<file path="src/rtl/multi_cycle_ctrl.sv">
// Multi-cycle CPU control unit: steps each instruction through IF/ID/EXE/MEM/WB and decodes
// datapath controls. Define MCCTRL_RETIRE_CNT_EN to add the 32-bit 'retired' counter output.
module multi_cycle_ctrl #(
    parameter int unsigned    OPW     = 6,
    parameter logic [OPW-1:0] HALT_OP = OPW'(6'b111111)
) (
    input  logic           CLK,
    input  logic           RST,
    input  logic [OPW-1:0] opCode,
    input  logic           zero,
    input  logic           sign,
    output logic [2:0]     state,
    output logic           PCWre,
    output logic           IRWre,
    output logic           InsMemRW,
    output logic           RegWre,
    output logic           mRD,
    output logic           mWR,
    output logic           ALUSrcA,
    output logic           ALUSrcB,
    output logic           DBDataSrc,
    output logic           WrRegDSrc,
    output logic           ExtSel,
    output logic [1:0]     RegDst,
    output logic [1:0]     PCSrc,
    output logic [2:0]     ALUOp
`ifdef MCCTRL_RETIRE_CNT_EN
    ,
    output logic [31:0]    retired
`endif
);

    localparam logic [OPW-1:0] OP_ADD   = OPW'(6'b000000);
    localparam logic [OPW-1:0] OP_SUB   = OPW'(6'b000001);
    localparam logic [OPW-1:0] OP_ADDIU = OPW'(6'b000010);
    localparam logic [OPW-1:0] OP_AND   = OPW'(6'b010000);
    localparam logic [OPW-1:0] OP_ANDI  = OPW'(6'b010001);
    localparam logic [OPW-1:0] OP_ORI   = OPW'(6'b010010);
    localparam logic [OPW-1:0] OP_SLL   = OPW'(6'b011000);
    localparam logic [OPW-1:0] OP_SLTI  = OPW'(6'b100110);
    localparam logic [OPW-1:0] OP_SW    = OPW'(6'b110000);
    localparam logic [OPW-1:0] OP_LW    = OPW'(6'b110001);
    localparam logic [OPW-1:0] OP_BEQ   = OPW'(6'b110100);
    localparam logic [OPW-1:0] OP_BNE   = OPW'(6'b110101);
    localparam logic [OPW-1:0] OP_BLTZ  = OPW'(6'b110110);
    localparam logic [OPW-1:0] OP_J     = OPW'(6'b111000);
    localparam logic [OPW-1:0] OP_JR    = OPW'(6'b111001);
    localparam logic [OPW-1:0] OP_JAL   = OPW'(6'b111010);

    typedef enum logic [2:0] {
        StIf    = 3'b000,
        StId    = 3'b001,
        StExeLs = 3'b010,
        StMem   = 3'b011,
        StWbLd  = 3'b100,
        StExeBr = 3'b101,
        StExeAl = 3'b110,
        StWbAl  = 3'b111
    } state_e;

    state_e r_state;
    state_e w_state_nxt;
    logic   w_is_alu, w_is_sw, w_is_lw, w_is_br, w_is_j, w_is_jr, w_is_jal, w_is_halt;
    logic   w_taken;

    always_ff @(posedge CLK or negedge RST) begin
        if (!RST) begin
            r_state <= StIf;
        end else begin
            r_state <= w_state_nxt;
        end
    end

    // Opcode-only decode: these selects do not depend on the current state.
    always_comb begin
        w_is_alu = 1'b0;
        w_is_sw  = 1'b0;
        w_is_lw  = 1'b0;
        w_is_br  = 1'b0;
        w_is_j   = 1'b0;
        w_is_jr  = 1'b0;
        w_is_jal = 1'b0;
        ALUSrcA  = 1'b0;
        ALUSrcB  = 1'b0;
        ExtSel   = 1'b1;
        RegDst   = 2'b01;
        ALUOp    = 3'b000;
        case (opCode)
            OP_ADD:   begin w_is_alu = 1'b1; RegDst = 2'b10; end
            OP_SUB:   begin w_is_alu = 1'b1; RegDst = 2'b10; ALUOp = 3'b001; end
            OP_ADDIU: begin w_is_alu = 1'b1; ALUSrcB = 1'b1; end
            OP_AND:   begin w_is_alu = 1'b1; RegDst = 2'b10; ALUOp = 3'b100; end
            OP_ANDI:  begin w_is_alu = 1'b1; ALUSrcB = 1'b1; ExtSel = 1'b0; ALUOp = 3'b100; end
            OP_ORI:   begin w_is_alu = 1'b1; ALUSrcB = 1'b1; ExtSel = 1'b0; ALUOp = 3'b011; end
            OP_SLL:   begin w_is_alu = 1'b1; ALUSrcA = 1'b1; RegDst = 2'b10; ALUOp = 3'b010; end
            OP_SLTI:  begin w_is_alu = 1'b1; ALUSrcB = 1'b1; ALUOp = 3'b101; end
            OP_SW:    begin w_is_sw = 1'b1; ALUSrcB = 1'b1; end
            OP_LW:    begin w_is_lw = 1'b1; ALUSrcB = 1'b1; end
            OP_BEQ, OP_BNE, OP_BLTZ: begin w_is_br = 1'b1; ALUOp = 3'b001; end
            OP_J:     w_is_j = 1'b1;
            OP_JR:    w_is_jr = 1'b1;
            OP_JAL:   begin w_is_jal = 1'b1; RegDst = 2'b00; end
            default:  ;
        endcase
    end

    assign w_is_halt = (opCode == HALT_OP);
    assign w_taken   = ((opCode == OP_BEQ) & zero) | ((opCode == OP_BNE) & ~zero) |
                       ((opCode == OP_BLTZ) & sign);

    always_comb begin
        w_state_nxt = r_state;
        PCWre       = 1'b0;
        RegWre      = 1'b0;
        mRD         = 1'b0;
        mWR         = 1'b0;
        PCSrc       = 2'b00;
        if (w_is_j | w_is_jal) begin
            PCSrc = 2'b11;
        end else if (w_is_jr) begin
            PCSrc = 2'b10;
        end
        case (r_state)
            StIf: w_state_nxt = StId;
            StId: begin
                if (w_is_halt) begin
                    w_state_nxt = StId;
                end else if (w_is_br) begin
                    w_state_nxt = StExeBr;
                end else if (w_is_sw | w_is_lw) begin
                    w_state_nxt = StExeLs;
                end else if (w_is_alu) begin
                    w_state_nxt = StExeAl;
                end else begin
                    // Jumps and unknown opcodes retire straight out of ID.
                    w_state_nxt = StIf;
                    PCWre       = 1'b1;
                    RegWre      = w_is_jal;
                end
            end
            StExeBr: begin
                w_state_nxt = StIf;
                PCWre       = 1'b1;
                if (w_taken) PCSrc = 2'b01;
            end
            StExeLs: w_state_nxt = StMem;
            StMem: begin
                if (w_is_lw) begin
                    w_state_nxt = StWbLd;
                    mRD         = 1'b1;
                end else begin
                    w_state_nxt = StIf;
                    mWR         = 1'b1;
                    PCWre       = 1'b1;
                end
            end
            StWbLd: begin
                w_state_nxt = StIf;
                PCWre       = 1'b1;
                RegWre      = 1'b1;
            end
            StExeAl: w_state_nxt = StWbAl;
            StWbAl: begin
                w_state_nxt = StIf;
                PCWre       = 1'b1;
                RegWre      = 1'b1;
            end
            default: w_state_nxt = StIf;
        endcase
    end

    assign state     = r_state;
    assign IRWre     = (r_state == StIf);
    assign InsMemRW  = 1'b1;
    assign DBDataSrc = w_is_lw;
    assign WrRegDSrc = ~w_is_jal;

`ifdef MCCTRL_RETIRE_CNT_EN
    logic [31:0] r_retired;

    always_ff @(posedge CLK or negedge RST) begin
        if (!RST) begin
            r_retired <= '0;
        end else if (PCWre) begin
            r_retired <= r_retired + 32'd1;
        end
    end

    assign retired = r_retired;
`endif

endmodule

</file>
<file path="config.mk">
export PLATFORM = sky130hd
export DESIGN_NAME = multi_cycle_ctrl
export DESIGN_NICKNAME = d
export VERILOG_FILES = /design/src/rtl/multi_cycle_ctrl.sv
export SDC_FILE = /design/constraint.sdc
export NUM_CORES = 1
export LEC_CHECK = 0
export CAP_MARGIN = 20
export CORE_AREA = 2 2 39 41
export CTS_CLUSTER_DIAMETER = 60
export DETAILED_ROUTE_END_ITERATION = 6
export DIE_AREA = 0 0 41 43
export DONT_BUFFER_PORTS = 1
export SLEW_MARGIN = 30
export SYNTH_ARGS = -nofsm -noshare
export SYNTH_HDL_FRONTEND = slang
export SYNTH_SLANG_ARGS = --single-unit
</file>
<file path="constraint.sdc">
create_clock -name CLK -period 2.2 [get_ports CLK]
set_clock_uncertainty 0.15 [all_clocks]
set_input_delay 0.55 -clock CLK [delete_from_list [all_inputs] [get_ports CLK]]
set_output_delay 0.55 -clock CLK [all_outputs]
set_load 0.01 [all_outputs]
</file>
=== Word-level counts from Yosys, hierarchy flattened ===
Cells that the tools add are included.
W data, S select, Z words.

* Input port bits: 10
* Memories: 0
* Register bits after elaboration: 3
* Word-level logic and storage cells: 80
* Bits in read-only memories: 0
* Output and inout bits: 21
* Bits in latches: 0
* RAM bits: 0

* Order comparisons: 0
* $add $sub $neg: 0
* Div/mod/pow operators: 0
* Bitwise operators: 9
* Multiplexer cells: 36
* Eq/ne operators: 23
* $mul: 0
* Reductions and logical operators: 11
* Shift-type cells: 0

{| class="wikitable"
|+ Operators by type and width
! operator !! count
|-
| $eq A6 B6 Y1 const B || 10
|-
| $eq A6 B5 Y1 const B || 4
|-
| $mux W1 || 22
|-
| $pmux W3 S6 || 1
|-
| $mux W3 || 5
|-
| $pmux W3 S5 || 1
|-
| $eq A3 B3 Y1 const B || 4
|-
| $mux W2 || 4
|-
| $reduce_or A4 Y1 || 2
|-
| $reduce_or A8 Y1 || 1
|-
| $eq A3 B2 Y1 const B || 2
|-
| $eq A6 B1 Y1 const B || 1
|-
| $eq A6 B2 Y1 const B || 1
|-
| $logic_not A6 Y1 || 1
|-
| $reduce_or A2 Y1 || 3
|-
| $reduce_or A3 Y1 || 2
|-
| $reduce_or A6 Y1 || 1
|-
| $or A1 B1 Y1 || 4
|-
| $pmux W2 S2 || 1
|-
| $and A1 B1 Y1 || 3
|-
| $eq A3 B1 Y1 const B || 1
|-
| $logic_not A3 Y1 || 1
|-
| $pmux W1 S3 || 1
|-
| $not A1 Y1 || 2
|-
| $pmux W1 S2 || 1
|}

=== Depth between registers and ports, before layout ===
* Word-level depth: 8
* Gate-level depth with buffers: 6
* Mapped depth without buffers: 5

=== Worst setup path before layout ===
OpenSTA, ideal clock, no wires.

* Path kind: input -> output
* Start: input port opCode[4]
* End: output port RegDst[0]
* Path slack: 0.021 ns
* Buffers on the path: 1
* Stages on the path: 4
* Data required time: 1.500 ns
* Data arrival time: 1.479 ns
* Path through: buf_2 > mux2_2 > nor4_2 > nor2_1

* Cells in the longest elaborated chain, start to end: 3
* Elaborated cells on any way between the ends: 7
* Classes of those cells: eq/ne: 4; mux: 1; reduce/logical: 2

{| class="wikitable"
|+ Ends and longest elaborated chain
! item !! RTL line !! source
|-
| start: declaration || 9 || <nowiki>input logic [OPW-1:0] opCode,</nowiki>
|-
| $eq A6 B5 Y1, or another cell as far along || 88 || <nowiki>case (opCode)</nowiki>
|-
| $reduce_or A4 Y1 (no line) || - ||
|-
| $pmux W2 S2 (*) || 88 ||
|-
| end: declaration || 24 || <nowiki>output logic [1:0] RegDst,</nowiki>
|}

Mark *: on every way between the ends. The rest lies on a longest branch, timed or not.

=== Worst setup path in the final report ===
* Start: input port opCode[1]
* End: output port ALUOp[0]

* Cells in the longest elaborated chain, start to end: 3
* Elaborated cells on any way between the ends: 12
* Classes of those cells: eq/ne: 9; mux: 1; reduce/logical: 2

{| class="wikitable"
|+ Ends and longest elaborated chain
! item !! RTL line !! source
|-
| $eq A6 B6 Y1, or another cell as far along || 88 ||
|-
| $reduce_or A4 Y1 (no line) or $reduce_or A2 Y1 (tied branches) || - ||
|-
| $pmux W3 S5 (*) || 88 ||
|-
| end: declaration || 26 || <nowiki>output logic [2:0] ALUOp</nowiki>
|}

Marks and branches as above.

==> flow_metrics.py <==
metrics = {
    "setup_path": {
        "reg2reg_slack_ps": 710,
        "r2r_cells": 4,
        "crit_arrival_ps": 1420,
        "crit_type": "in -> out",
        "r2r_start": "state[2]",
        "crit_path_start_kind": "primary input",
        "crit_required_ps": 1500,
        "cp-end-kind": "output pin",
        "cp_max_fo": 17,
        "worstReg2RegEnd": "state[2]",
    },
    "grt": {
        "overflow": 0,
        "grt_pass1_vias": 520,
        "track_usage": 0.178,
        "antenna_found_initial": 0,
        "grt_pass1_wl_um": 2240,
        "grt_start_max_net_pins": 18,
    },
    "drt": {
        "wire_per_inst_um": 13.9,
        "routed_wl_um": 1410,
        "drcViolationCount": 0,
        "drt.antenna.violating_nets": 0,
        "drt_first_pass_iters": 3,
        "vias": 617,
        "via_per_inst": 6.05,
        "drt_iter0_markers": 7,
    },
    "timing": {
        "fin_tns_setup_ps": 0,
        "timing.fmax_mhz": 472,
        "setup_viol": 0,
        "slew_violations": 0,
        "period_share": 0.964,
        "rsz0062_at_grt": "false",
        "hold_viol": 0,
        "fin_crit_ps": 2120,
    },
    "power": {
        "swShare": 0.439,
        "peakVddDrop_mv": 0.367,
        "power_leakage_uw": 0.000241,
        "clock_power_share": 0.228,
        "pwr-share-comb": 0.448,
        "powerDensity_mw_per_mm2": 637,
        "switching_power_uw": 184,
        "power_frac_seq": 0.323,
        "internal_power_uw": 235,
        "p_total_uw": 418,
    },
    "floorplanning": {
        "ios": 31,
        "core_area_sq_mm": 0.00138,
        "die_y_um": 43,
        "fp-row-count": 14,
        "start_util": 0.443,
        "die_w_um": 41,
        "die_area_sq_mm": 0.00176,
    },
    "logic_synthesis": {
        "synth_area_sq_um": 613,
        "synth-async-reset-ratio": 1.00,
        "synthDistinctLibCells": 40,
        "synth_edf_count": 0,
        "syn_inst": 86,
        "synthFlopType": "dfrtp_1",
        "avgSynthCellArea_sq_um": 7.13,
        "ys_seq_area_frac": 0.122,
        "yosys_register_bits": 3,
        "synth_fp_nets": 96,
        "synth_warnings": 0,
    },
    "cells_and_area": {
        "drive_gt1_frac": 0.244,
        "largest_reg_flops": 3,
        "insertedDiodeCount": 0,
        "final_util": 0.475,
        "syn_to_final_growth_pct": 7.14,
        "fin_nets": 97,
    },
    "worst_hold_path": {
        "min-delay-path-class": "in -> async",
    },
    "outcome": {
        "status": "finished, final reports clean",
    },
    "clocking": {
        "htree_num_levels": 1,
        "root_buffer": "clkbuf_4",
        "insertion_delay_ps": 230,
        "cts_tree": "built",
        "cts_sinks": 3,
        "path_clk_slew_ps": 40,
        "clockBufferDepth": 2,
        "cts_buffers": 3,
    },
    "placed_design": {
        "hpwlAfterDp_um": 1070,
        "buffer_ports.inserted": 0,
        "gp_congestion": 0.758,
    },
    "run": {
        "drv_cap": 0,
    },
}
==> Yosys cell counts, drive strengths merged, types with 2 or more instances <==
library cell  count  area (sq um)
buf               8          47.5
o31ai             2          20.0
nor3              4          25.0
dfrtp             3          75.1
a2bb2oi           3          26.3
nand3             4          20.0
nand2             3          11.3
nand3b            2          15.0
inv               3          11.3
a21oi             4          20.0
o211ai            2          15.0
nand2b            8          50.1
a21o              3          22.5
o21ai             5          25.0
nor2             10          37.5
xnor2             2          17.5
nor2b             2          12.5
==> critical path, cell delays in order <==
cell,delay [ps]
nor2b_1,200
mux2i_1,100
or3_1,310
a21oi_1,270
==> final cells by class <==
type / count / area (sq um)
fill: 153 / 727
inverter: 3 / 11.3
clock buffer: 4 / 26.3
sequential: 3 / 78.8
timing repair buffer: 4 / 32.5
multi-input combinational: 72 / 488
tap: 16 / 20.0
==> per-stage QoR <==
stage / cell area [sq um] / setup slack [ps] / std cells / hold WS, ps
floorplan: 613 / 21.5 / 86 / 104
global placement: 608 / 74.1 / 97 / 104
detailed placement: 608 / 68.8 / 97 / 104
CTS: 644 / 19.1 / 102 / 414
global route: 657 / 7.63 / 102 / 414
finish: 657 / 79.4 / 102 / 418
==> routing by layer <==
layer / global-route usage / vias to the layer above / share of wire
met4: 0.0200 / 0 / 0
met1: 0.264 / 281 / 0.48
met2: 0.259 / 23 / 0.45
li1: - / 313 / -
met5: 0 / - / 0
met3: 0.0471 / 0 / 0.069
==> power by group through the flow <==
| stage | clock network [uW] | registers, uW | logic [uW] |
|---|---|---|---|
| finish | 95.5 | 135 | 188 |
| global route | 108 | 143 | 212 |
| CTS | 101 | 130 | 185 |
| detailed placement | 0 | 130 | 182 |
| global placement | 0 | 130 | 183 |
| floorplan | 0 | 104 | 200 |
==> repair_timing <==
item	in CTS	in global routing
hold buffers	1	0
gates resized for setup	0	5
buffers inserted	0	0
endpoints found under the hold margin	3	0
setup endpoints to repair	0	3
==> logic make-up after synthesis <==
family,synth area share
and+or+nand+nor,0.410
AOI/OAI and AO/OA,0.302
buffers and inverters,0.0959
DFF,0.122
xor gates and xnor gates,0.0286
muxes,0.0347
other,0.00612
==> cell usage in the layout (no fill, tap or decap), types with 2 or more instances in the layout <==
cell / count
nor2_1: 10
nand2b_1: 8
a21oi_1: 4
nand3_1: 4
nor3_1: 3
nand2_1: 3
a2bb2oi_1: 3
a21o_1: 3
clkbuf_4: 3
buf_4: 3
dfrtp_2: 3
inv_1: 2
nand3b_1: 2
o211ai_1: 2
o21ai_0: 2
o21ai_1: 2
nor2b_1: 2
xnor2_1: 2
==> worst max-delay path by stage <==
stage,from,slack [ps],end
2_1_floorplan,opCode[4],20,RegDst[0]
3_3_place_gp,opCode[1],70,ALUOp[0]
3_5_place_dp,opCode[1],70,ALUOp[0]
4_1_cts,state[2],20,RegWre
5_1_grt,opCode[1],8,ALUOp[0]
6_report,opCode[1],80,ALUOp[0]
(Power assumes the default switching activity.)
